==> config.mk <==
export PLATFORM = sky130hd
export DESIGN_NAME = decoder_scan_ctrl_flat
export DESIGN_NICKNAME = d
export VERILOG_FILES = /design/src/rtl/decoder_scan_ctrl_pkg.sv /design/src/rtl/decoder_scan_ctrl_if.sv /design/src/rtl/scan_next_sel.sv /design/src/rtl/decoder_scan_ctrl.sv /design/src/flat_wrapper.sv
export SDC_FILE = /design/constraint.sdc
export NUM_CORES = 1
export LEC_CHECK = 0
export BUFFER_PORTS_ARGS = -buffer_cell sky130_fd_sc_hd__buf_4
export CAP_MARGIN = 20
export CORE_MARGIN = 3
export CORE_UTILIZATION = 50
export CTS_BUF_LIST = sky130_fd_sc_hd__clkbuf_4
export CTS_CLUSTER_SIZE = 28
export DETAILED_ROUTE_END_ITERATION = 6
export GPL_TIMING_DRIVEN = 0
export PLACE_DENSITY = 0.69
export REMOVE_ABC_BUFFERS = 1
export SYNTH_ARGS = -nofsm -noshare
export SYNTH_HDL_FRONTEND = slang
export SYNTH_HIERARCHICAL = 1
export SYNTH_SLANG_ARGS = --single-unit
==> constraint.sdc <==
create_clock -name clka -period 2.8 [get_ports clka]
set_clock_uncertainty 0.05 [all_clocks]
set_input_delay 0.14 -clock clka [delete_from_list [all_inputs] [get_ports clka]]
set_output_delay 0.14 -clock clka [all_outputs]
set_load 0.02 [all_outputs]
==> src/rtl/decoder_scan_ctrl_pkg.sv <==
// Shared types and constants for the decoder scan sequencer.
package decoder_pkg;

    typedef enum logic {
        IDLE,
        SCAN
    } scan_state_t;

    localparam int N_CH  = 8;
    localparam int SEL_W = 3;

    // First unmasked channel of a sweep: lowest index ascending, highest descending.
    function automatic logic [SEL_W-1:0] first_sel(input logic [N_CH-1:0] skip,
                                                   input logic            dir);
        logic [SEL_W-1:0] f;
        f = '0;
        for (int unsigned i = 0; i < N_CH; i++) begin
            if (dir) begin
                if (!skip[i]) f = SEL_W'(i);
            end else begin
                if (!skip[N_CH-1-i]) f = SEL_W'(N_CH-1-i);
            end
        end
        return f;
    endfunction

endpackage

==> src/rtl/decoder_scan_ctrl_if.sv <==
// Control/status bundle between the sweep requester and the scan sequencer.
interface decoder_scan_ctrl_if;
    import decoder_pkg::*;

    logic              start;
    logic              stop;
    logic              cont;
    logic              dir;
    logic [N_CH-1:0]   skip;
    logic              E;
    logic [SEL_W-1:0]  In;
    logic              busy;
    logic              done;
    logic              wrap;

    modport master (
        output start, stop, cont, dir, skip,
        input  E, In, busy, done, wrap
    );

    modport slave (
        input  start, stop, cont, dir, skip,
        output E, In, busy, done, wrap
    );

endinterface

==> src/rtl/scan_next_sel.sv <==
// Combinational channel search over the latched skip mask, without wrapping.
module scan_next_sel
    import decoder_pkg::*;
(
    input  logic [SEL_W-1:0] sel,
    input  logic [N_CH-1:0]  skip,
    input  logic             dir,
    output logic [SEL_W-1:0] nxt,
    output logic             last,
    output logic [SEL_W-1:0] first
);

    // Nearest unmasked channel ahead of sel; the loop order makes the nearest one win.
    always_comb begin
        nxt  = sel;
        last = 1'b1;
        for (int unsigned i = 0; i < N_CH; i++) begin
            if (dir) begin
                if (!skip[i] && (SEL_W'(i) < sel)) begin
                    nxt  = SEL_W'(i);
                    last = 1'b0;
                end
            end else begin
                if (!skip[N_CH-1-i] && (SEL_W'(N_CH-1-i) > sel)) begin
                    nxt  = SEL_W'(N_CH-1-i);
                    last = 1'b0;
                end
            end
        end
    end

    assign first = first_sel(skip, dir);

endmodule

==> src/rtl/decoder_scan_ctrl.sv <==
// Sweeps the 3-to-8 decoder select across unmasked channels with a fixed dwell.
module decoder_scan_ctrl
    import decoder_pkg::*;
#(
    parameter int unsigned DWELL = 4
) (
    input  logic                clka,
    input  logic                rst,
    decoder_scan_ctrl_if.slave  bus
);

    localparam int unsigned     CNT_W   = (DWELL > 1) ? $clog2(DWELL) : 1;
    localparam logic [CNT_W-1:0] CNT_MAX = CNT_W'(DWELL - 1);

    scan_state_t       state,  state_n;
    logic [SEL_W-1:0]  sel,    sel_n;
    logic [CNT_W-1:0]  cnt,    cnt_n;
    logic              cont_q, cont_n;
    logic              dir_q,  dir_n;
    logic [N_CH-1:0]   skip_q, skip_n;
    logic              done_q, done_n;
    logic              wrap_q, wrap_n;

    logic [SEL_W-1:0]  nxt_sel;
    logic              last_sel;
    logic [SEL_W-1:0]  first_lat;

    scan_next_sel u_next (
        .sel   (sel),
        .skip  (skip_q),
        .dir   (dir_q),
        .nxt   (nxt_sel),
        .last  (last_sel),
        .first (first_lat)
    );

    // State, select, dwell counter, latched sweep settings and pulse registers.
    always_ff @(posedge clka) begin
        if (rst) begin
            state  <= IDLE;
            sel    <= '0;
            cnt    <= '0;
            cont_q <= 1'b0;
            dir_q  <= 1'b0;
            skip_q <= '0;
            done_q <= 1'b0;
            wrap_q <= 1'b0;
        end else begin
            state  <= state_n;
            sel    <= sel_n;
            cnt    <= cnt_n;
            cont_q <= cont_n;
            dir_q  <= dir_n;
            skip_q <= skip_n;
            done_q <= done_n;
            wrap_q <= wrap_n;
        end
    end

    // Next-state logic: start/latch in IDLE, dwell/advance/wrap/abort in SCAN.
    always_comb begin
        state_n = state;
        sel_n   = sel;
        cnt_n   = cnt;
        cont_n  = cont_q;
        dir_n   = dir_q;
        skip_n  = skip_q;
        done_n  = 1'b0;
        wrap_n  = 1'b0;
        unique case (state)
            IDLE: begin
                if (bus.start && !bus.stop) begin
                    if (&bus.skip) begin
                        done_n = 1'b1;
                    end else begin
                        // First channel comes from the incoming mask, not the latched one.
                        cont_n  = bus.cont;
                        dir_n   = bus.dir;
                        skip_n  = bus.skip;
                        sel_n   = first_sel(bus.skip, bus.dir);
                        cnt_n   = '0;
                        state_n = SCAN;
                    end
                end
            end
            SCAN: begin
                if (bus.stop) begin
                    state_n = IDLE;
                end else if (cnt == CNT_MAX) begin
                    cnt_n = '0;
                    if (!last_sel) begin
                        sel_n = nxt_sel;
                    end else if (cont_q) begin
                        sel_n  = first_lat;
                        wrap_n = 1'b1;
                    end else begin
                        state_n = IDLE;
                        done_n  = 1'b1;
                    end
                end else begin
                    cnt_n = cnt + 1'b1;
                end
            end
            default: state_n = IDLE;
        endcase
    end

    assign bus.E    = (state == SCAN);
    assign bus.busy = (state == SCAN);
    assign bus.In   = sel;
    assign bus.done = done_q;
    assign bus.wrap = wrap_q;

endmodule

==> src/flat_wrapper.sv <==
// flat-port wrapper written by rule: the top's interface ports become plain ports
module decoder_scan_ctrl_flat import decoder_pkg::*;
#(
    parameter int unsigned DWELL = 4
)
  (clka, rst, bus_start, bus_stop, bus_cont, bus_dir, bus_skip, bus_E, bus_In, bus_busy, bus_done, bus_wrap);
  decoder_scan_ctrl_if bus_i ();
  input  logic clka;
  input  logic rst;
  input wire logic [$bits(bus_i.start)-1:0] bus_start;
  input wire logic [$bits(bus_i.stop)-1:0] bus_stop;
  input wire logic [$bits(bus_i.cont)-1:0] bus_cont;
  input wire logic [$bits(bus_i.dir)-1:0] bus_dir;
  input wire logic [$bits(bus_i.skip)-1:0] bus_skip;
  output wire logic [$bits(bus_i.E)-1:0] bus_E;
  output wire logic [$bits(bus_i.In)-1:0] bus_In;
  output wire logic [$bits(bus_i.busy)-1:0] bus_busy;
  output wire logic [$bits(bus_i.done)-1:0] bus_done;
  output wire logic [$bits(bus_i.wrap)-1:0] bus_wrap;
  assign bus_i.start = bus_start;
  assign bus_i.stop = bus_stop;
  assign bus_i.cont = bus_cont;
  assign bus_i.dir = bus_dir;
  assign bus_i.skip = bus_skip;
  assign bus_E = bus_i.E;
  assign bus_In = bus_i.In;
  assign bus_busy = bus_i.busy;
  assign bus_done = bus_i.done;
  assign bus_wrap = bus_i.wrap;
  decoder_scan_ctrl #(.DWELL(DWELL)) u_core (.clka(clka), .rst(rst), .bus(bus_i));
endmodule
Word-level counts from Yosys, hierarchy flattened
Index checks and enable logic that the tools add are counted.
{"block": "totals", "register_bits": 18, "input_bits": 14, "out_inout_bits": 7, "wordCells": 189}
{"block": "op_classes", "addsub": 1, "magnitude_cmp": 16, "n_eq_ne": 6, "mux": 123, "bitwise": 4, "n_reduce_logical": 31}
{"operator": "2-to-1 mux 3 bit", "n": 79}
{"operator": "2-to-1 mux 1 bit", "n": 36}
{"operator": "logical AND 1 bit", "n": 17}
{"operator": "greater-than comparator 3 bit, first input constant", "n": 4}
{"operator": "< comparator 3 bit, first input constant", "n": 4}
{"operator": "logical NOT 1 bit", "n": 9}
{"operator": "2-to-1 mux 2 bit", "n": 4}
{"operator": "AND reduction 8 bit", "n": 1}
{"operator": "greater-than comparator 1 x 3 -> 1 bit, first input constant", "n": 2}
{"operator": "greater-than comparator 2 x 3 -> 1 bit, first input constant", "n": 2}
{"operator": "< comparator 1 x 3 -> 1 bit, first input constant", "n": 2}
{"operator": "< comparator 2 x 3 -> 1 bit, first input constant", "n": 2}
{"operator": "inequality test 2 bit, second input constant", "n": 3}
{"operator": "case mux 3 bit (2 select lines)", "n": 1}
{"operator": "AND reduction 3 bit", "n": 2}
{"operator": "AND reduction 5 bit", "n": 1}
{"operator": "OR reduction 5 bit", "n": 1}
{"operator": "NOT 1 bit", "n": 4}
{"operator": "case mux 1 bit (2 select lines)", "n": 2}
{"operator": "case mux 2 bit (2 select lines)", "n": 1}
{"operator": "inequality test 3 bit, second input constant", "n": 1}
{"operator": "adder 2 x 1 -> 2 bit, second input constant", "n": 1}
{"operator": "equality test 2 bit, second input constant", "n": 1}
{"operator": "inequality test 2 x 1 -> 1 bit, second input constant", "n": 1}

Logic depth before layout (Yosys ltp)
{"block": "logic_depth", "ltp_word": 22, "mapped_depth": 11, "mapped_depth_nobuf": 9}

Hierarchy
The synthesis kept the hierarchy.
{"mod": "decoder_scan_ctrl", "n_inst": 1, "cells_per_inst": 116, "area_per_inst_um2": 977.2}
{"mod": "scan_next_sel", "n_inst": 1, "cells_per_inst": 80, "area_per_inst_um2": 476.7}

Worst setup path before layout
Ideal clock, no wire load.
{"block": "synth_timing", "kind": "reg2reg", "from": "register u_core.sel[2], in the netlist u_core/bus.In[2]", "to": "register u_core.sel[0], in the netlist u_core/bus.In[0]", "setup_time_ps": 88, "arrival_time_ps": 2451, "required_time_ps": 2662, "path_slack_ps": 211, "stages_incl_launch_ff": 10, "synth_period_minus_slack_ps": 2589, "cell_sequence": "dfxtp_1 -> buf_2 -> a211oi_1 -> nor4_1 -> a21oi_1 -> nor4bb_1 -> nand2b_1 -> and3_1 -> or2_4 -> a311oi_2"}
{"block": "synth_via", "elab_chain_len": 22, "elab_cells_between_ends": 86, "cone_classes": "16 x order compare; 1 x eq/ne; 52 x mux; 17 x reduce/logical"}
{"item": "from (decl)", "line_no": "decoder_scan_ctrl.sv:16", "text": "logic [SEL_W-1:0] sel, sel_n;"}
{"item": "from (signal assigned)", "line_no": "decoder_scan_ctrl.sv:50", "text": "sel <= sel_n;"}
{"item": "greater-than comparator 3 bit or < comparator 1 x 3 -> 1 bit (tied branches)", "line_no": "scan_next_sel.sv:24, scan_next_sel.sv:19"}
{"item": "logical AND 1 bit, on equally long branches", "line_no": "scan_next_sel.sv:24, scan_next_sel.sv:19"}
{"item": "2-to-1 mux 1 bit, on equally long branches", "line_no": "scan_next_sel.sv:24, scan_next_sel.sv:19"}
{"item": "2-to-1 mux 1 bit", "line_no": "scan_next_sel.sv:18", "text": "if (dir) begin"}
{"item": "2-to-1 mux 1 bit, on equally long branches", "line_no": "scan_next_sel.sv:24, scan_next_sel.sv:19"}
{"item": "2-to-1 mux 1 bit", "line_no": "scan_next_sel.sv:18"}
{"item": "2-to-1 mux 1 bit, on equally long branches", "line_no": "scan_next_sel.sv:24, scan_next_sel.sv:19"}
{"item": "2-to-1 mux 1 bit", "line_no": "scan_next_sel.sv:18"}
{"item": "[... 7 more ...]"}
{"item": "2-to-1 mux 1 bit", "line_no": "scan_next_sel.sv:18"}
{"item": "2-to-1 mux 1 bit, on equally long branches", "line_no": "scan_next_sel.sv:24, scan_next_sel.sv:19"}
{"item": "2-to-1 mux 1 bit (*)", "line_no": "scan_next_sel.sv:18"}
{"item": "via u_core.last_sel", "line_no": "decoder_scan_ctrl.sv:25", "text": "logic last_sel;"}
{"item": "2-to-1 mux 3 bit", "line_no": "decoder_scan_ctrl.sv:91", "text": "if (!last_sel) begin"}
{"item": "2-to-1 mux 3 bit", "line_no": "decoder_scan_ctrl.sv:89", "text": "end else if (cnt == CNT_MAX) begin"}
{"item": "2-to-1 mux 3 bit", "line_no": "decoder_scan_ctrl.sv:87", "text": "if (bus.stop) begin"}
{"item": "case mux 3 bit (2 select lines)", "line_no": "decoder_scan_ctrl.sv:70", "text": "unique case (state)"}
The timed path passes the listed nets; every way through them passes the cells marked *. The select of a mux whose other input is x is not followed.
A chain may end at the register's enable or synchronous reset.

Worst setup path in the final report
{"block": "layout_timing", "from": "register u_core.sel[1], in the netlist u_core/bus.In[1]", "to": "register u_core.sel[1], in the netlist u_core/bus.In[1]"}
Same word-level chain as after synthesis.

==> impl_results.md <==
- XOR/XNOR share of the synthesized area: 0%
- Largest net degree at the start of global routing: 29
- Clk_lat worst skew: 0.29 ns
- Max Transition Viols Final: 0
- Antenna violations before repair: 0
- GRT Util Overall: 20.7%
- First-pass GRT wire length: 5820 um
- Clock sinks: 18
- Final ANT Viol Nets: 0
- EDFF count, synth: 0
- Synth async-reset ratio: 0%
- Nets@finish: between 200 and 250
- Number of global-route vias before repair: approximately 1,300
- Root Buffer Master: clkbuf_4
- Final period util: 93.1%
- RSZ-0062 raised after global routing: no
- Die W: 59.9 um
- TritonCTS clock tree: done
- Status: complete, no violations
- Initial DRC count: 136
- Max incr delay on CP: 0.51 ns
- Max Cap Viol: 0
- Slowest cell on the critical path: dfxtp_2
- Worst hold path cell count: 3
- P&R area growth vs syn: 11.5%
- Register-to-Register Setup Slack: between 0.15 and 0.2 ns
- Routed len/inst: about 15 um
- Most frequent cells in the layout: 30 x nand2_1, 22 x buf_4, 22 x a21oi_1
- H-tree levels: 1
- CP cell instances: or2_1, or3_1, o21ai_1, nor4_2, nor4bb_4, nand2b_1, and3_1, or2_4, a311oi_2
- FP Rows: 18
- Ys Warns: 6
- Worst r2r dst: u_core/bus.In[1]$_SDFFE_PP0P_
- Critical path type: register to register
- Die ar.: 0.00359 mm2
- Gr ovfl total: 0
- Largest buffer count on any clock path: 2
- Minimum clock period: about 2.6 ns
- R2R cell count: 9
- Vias: around 1,500
- Commonest non-fill, non-tap cell in the layout: nand2_1
- Req. time, crit path: 2.96 ns
- Leakage: roughly 0.60 nW
- Core Area: 0.00261 mm2
- Slew headroom: 71.7%
- Mux contribution to synthesized area: roughly 3.0%
- Clock-pin slew on the worst setup and hold paths: ~0.11 ns
- Area after DPL: roughly 0.0016 mm2
- Cells after DPL: about 230
- DRC violations left: 0
- Hold Fails Final Rpt: 0
- Fmax: approximately 0.38 GHz
- Synth Register Bits: 18
- Final core utilization: ~62%
- Ys flop type: dfxtp_1
- Power Density: ~370 mW/mm2
- Hold Path End: u_core/cont_q$_SDFFE_PP0P_
- Hold_sp: bus_cont
- Reg-to-reg startpoint: u_core/bus.In[1]$_SDFFE_PP0P_
- Final Setup Violations: 0
- Fraction of layout cells with a size suffix above 1: 21.2%
- Port buffer count: 20
- Vias per cell: 6.42
- Post-DP HPWL: between 2000 and 3000 um
- Mean Syn Cell Area: about 7.4 um2
- Worst-path fanout max: 16
- Worst-Margin Slew: between 0.4 and 0.5 ns
- Simple logic cell fraction of the synthesized area: between 30 and 40%
- Maximum vdd ir drop: about 0.30 mV
- Routability congestion estimate: between 0.9 and 1
- Synth Cell Area: roughly 0.0015 mm2
- Critical path arrival: between 2 and 3 ns
- Register area share after synthesis: 24.8%
- ANT cells: 0
- Largest family of logic cells by synthesized area: simple AND/OR/NAND/NOR gates
- Post-route design area: 0.00162 mm2
- Tightest hold margin: around 0.031 ns
- Initial Utilization: a little under three fifths
- Final non-filler cell total: 238
- IO Pins: 21
- CP Capture Type: register
- Hold Path Class: input port to register
- Post-Synthesis Cells: about 200
- Final WL: 3560 um
- Drt pass-1 iters: 5
- Fill count: between 200 and 250
- Die Height: approximately 60 um
- Synth Area in Adders: less than 1%
- Worst Setup Start Kind: register
- Post-synthesis compound-gate area fraction: between 20 and 30%
- Distinct cell type count after synthesis: just over 60
- CTS buffer count: 3
-- metrics by stage --
step / worst slack, ns / power [mW] / TNS (ns)
floorplan: 0.0860 / 0.401 / 0
global placement: -0.320 / 0.459 / -1.12
detailed placement: -0.407 / 0.463 / -1.62
CTS: 0.00712 / 0.595 / 0
global route: 0.0642 / 0.631 / 0
finish: 0.192 / 0.594 / 0
-- Yosys cell counts, types with 2 or more instances --
cell type / number / area share [%]
nor4_1: 3 / 1.3
buf_6: 2 / 1.5
nor2_1: 12 / 3.1
o31a_1: 2 / 1.2
a21oi_1: 22 / 7.6
nand2_1: 30 / 7.7
dfxtp_1: 18 / 25
inv_1: 5 / 1.3
nand3_1: 8 / 2.8
or2b_1: 2 / 1.0
o21ai_1: 2 / 0.69
a311oi_2: 2 / 2.1
nor2b_1: 6 / 2.6
nand4_1: 3 / 1.3
buf_2: 7 / 2.4
nand2b_1: 6 / 2.6
o21ai_0: 9 / 3.1
nor3_1: 10 / 3.4
mux2_2: 3 / 2.3
a22oi_1: 2 / 1.0
clkbuf_1: 2 / 0.52
-- cell families after synthesis --
logic type / Yosys count
AO/OA/AOI/OAI: 60
adder cells (fa/ha/maj): 1
multiplexers: 4
buffers and inverters: 19
AND/OR/NAND/NOR: 94
flip-flops: 18
-- state kept, by name, summed over array words and instances (netlist names) --
register	cells
u_core/bus.E	1
u_core/bus.In	3
u_core/bus.done	1
u_core/bus.wrap	1
u_core/cnt	2
u_core/cont_q	1
u_core/dir_q	1
u_core/skip_q	8
-- area by class of cell --
cell class | instances | area [um2] | area share, %
clock inverter | 1 | 3.75 | 0.231
tap | 30 | 37.5 | 2.31
timing repair buffer | 22 | 165 | 10.2
inverter | 5 | 18.8 | 1.16
multi-input combinational | 159 | 1000 | 62.0
sequential | 18 | 369 | 22.8
clock buffer | 3 | 22.5 | 1.39
-- worst max-delay path: cells and delay by family (launching register included) --
| family | cells | cell delay (ns) |
|---|---|---|
| AND/OR/NAND/NOR | 7 | 1.61 |
| flip-flops | 1 | 0.51 |
| AO/OA/AOI/OAI | 2 | 0.34 |
-- where the power goes --
part | total [mW] | internal (mW) | switching, mW
clock | 0.129 | 0.0517 | 0.0768
combinational | 0.168 | 0.0799 | 0.0877
sequential | 0.298 | 0.267 | 0.0310
total | 0.594 | 0.399 | 0.196
-- repair_timing --
| item | CTS | global route |
|---|---|---|
| resized for setup | 3 | 5 |
| setup buffers | 0 | 2 |
| hold buffers | 0 | 0 |
| endpoints found under the setup margin | 6 | 5 |
-- how the worst max path moves through the flow --
| stage | startpoint | end | slack (ns) | depth (start not counted) |
|---|---|---|---|---|
| after global placement | u_core/dir_q$_SDFFE_PP0P_ | u_core/bus.In[0]$_SDFFE_PP0P_ | -0.32 | 8 |
| after global routing | u_core/bus.In[1]$_SDFFE_PP0P_ | u_core/bus.In[1]$_SDFFE_PP0P_ | 0.06 | 9 |
| after detailed placement | u_core/dir_q$_SDFFE_PP0P_ | u_core/bus.In[1]$_SDFFE_PP0P_ | -0.41 | 8 |
| after floorplan | u_core/bus.In[2]$_SDFFE_PP0P_ | u_core/bus.In[0]$_SDFFE_PP0P_ | 0.09 | 9 |
| after CTS | u_core/bus.In[2]$_SDFFE_PP0P_ | u_core/bus.In[1]$_SDFFE_PP0P_ | 0.007 | 9 |
| final | u_core/bus.In[1]$_SDFFE_PP0P_ | u_core/bus.In[1]$_SDFFE_PP0P_ | 0.19 | 9 |
-- layer usage --
layer	vias up	routed length, um	global-route usage [%]	part of all wire (%)
met3	4	205	3.24	5.8
met5	-	0	0	0
li1	756	-	-	-
met2	64	1640	33.5	46
met4	0	26	4.43	0.73
met1	703	1690	28.8	47
(Power assumes the default switching activity.)
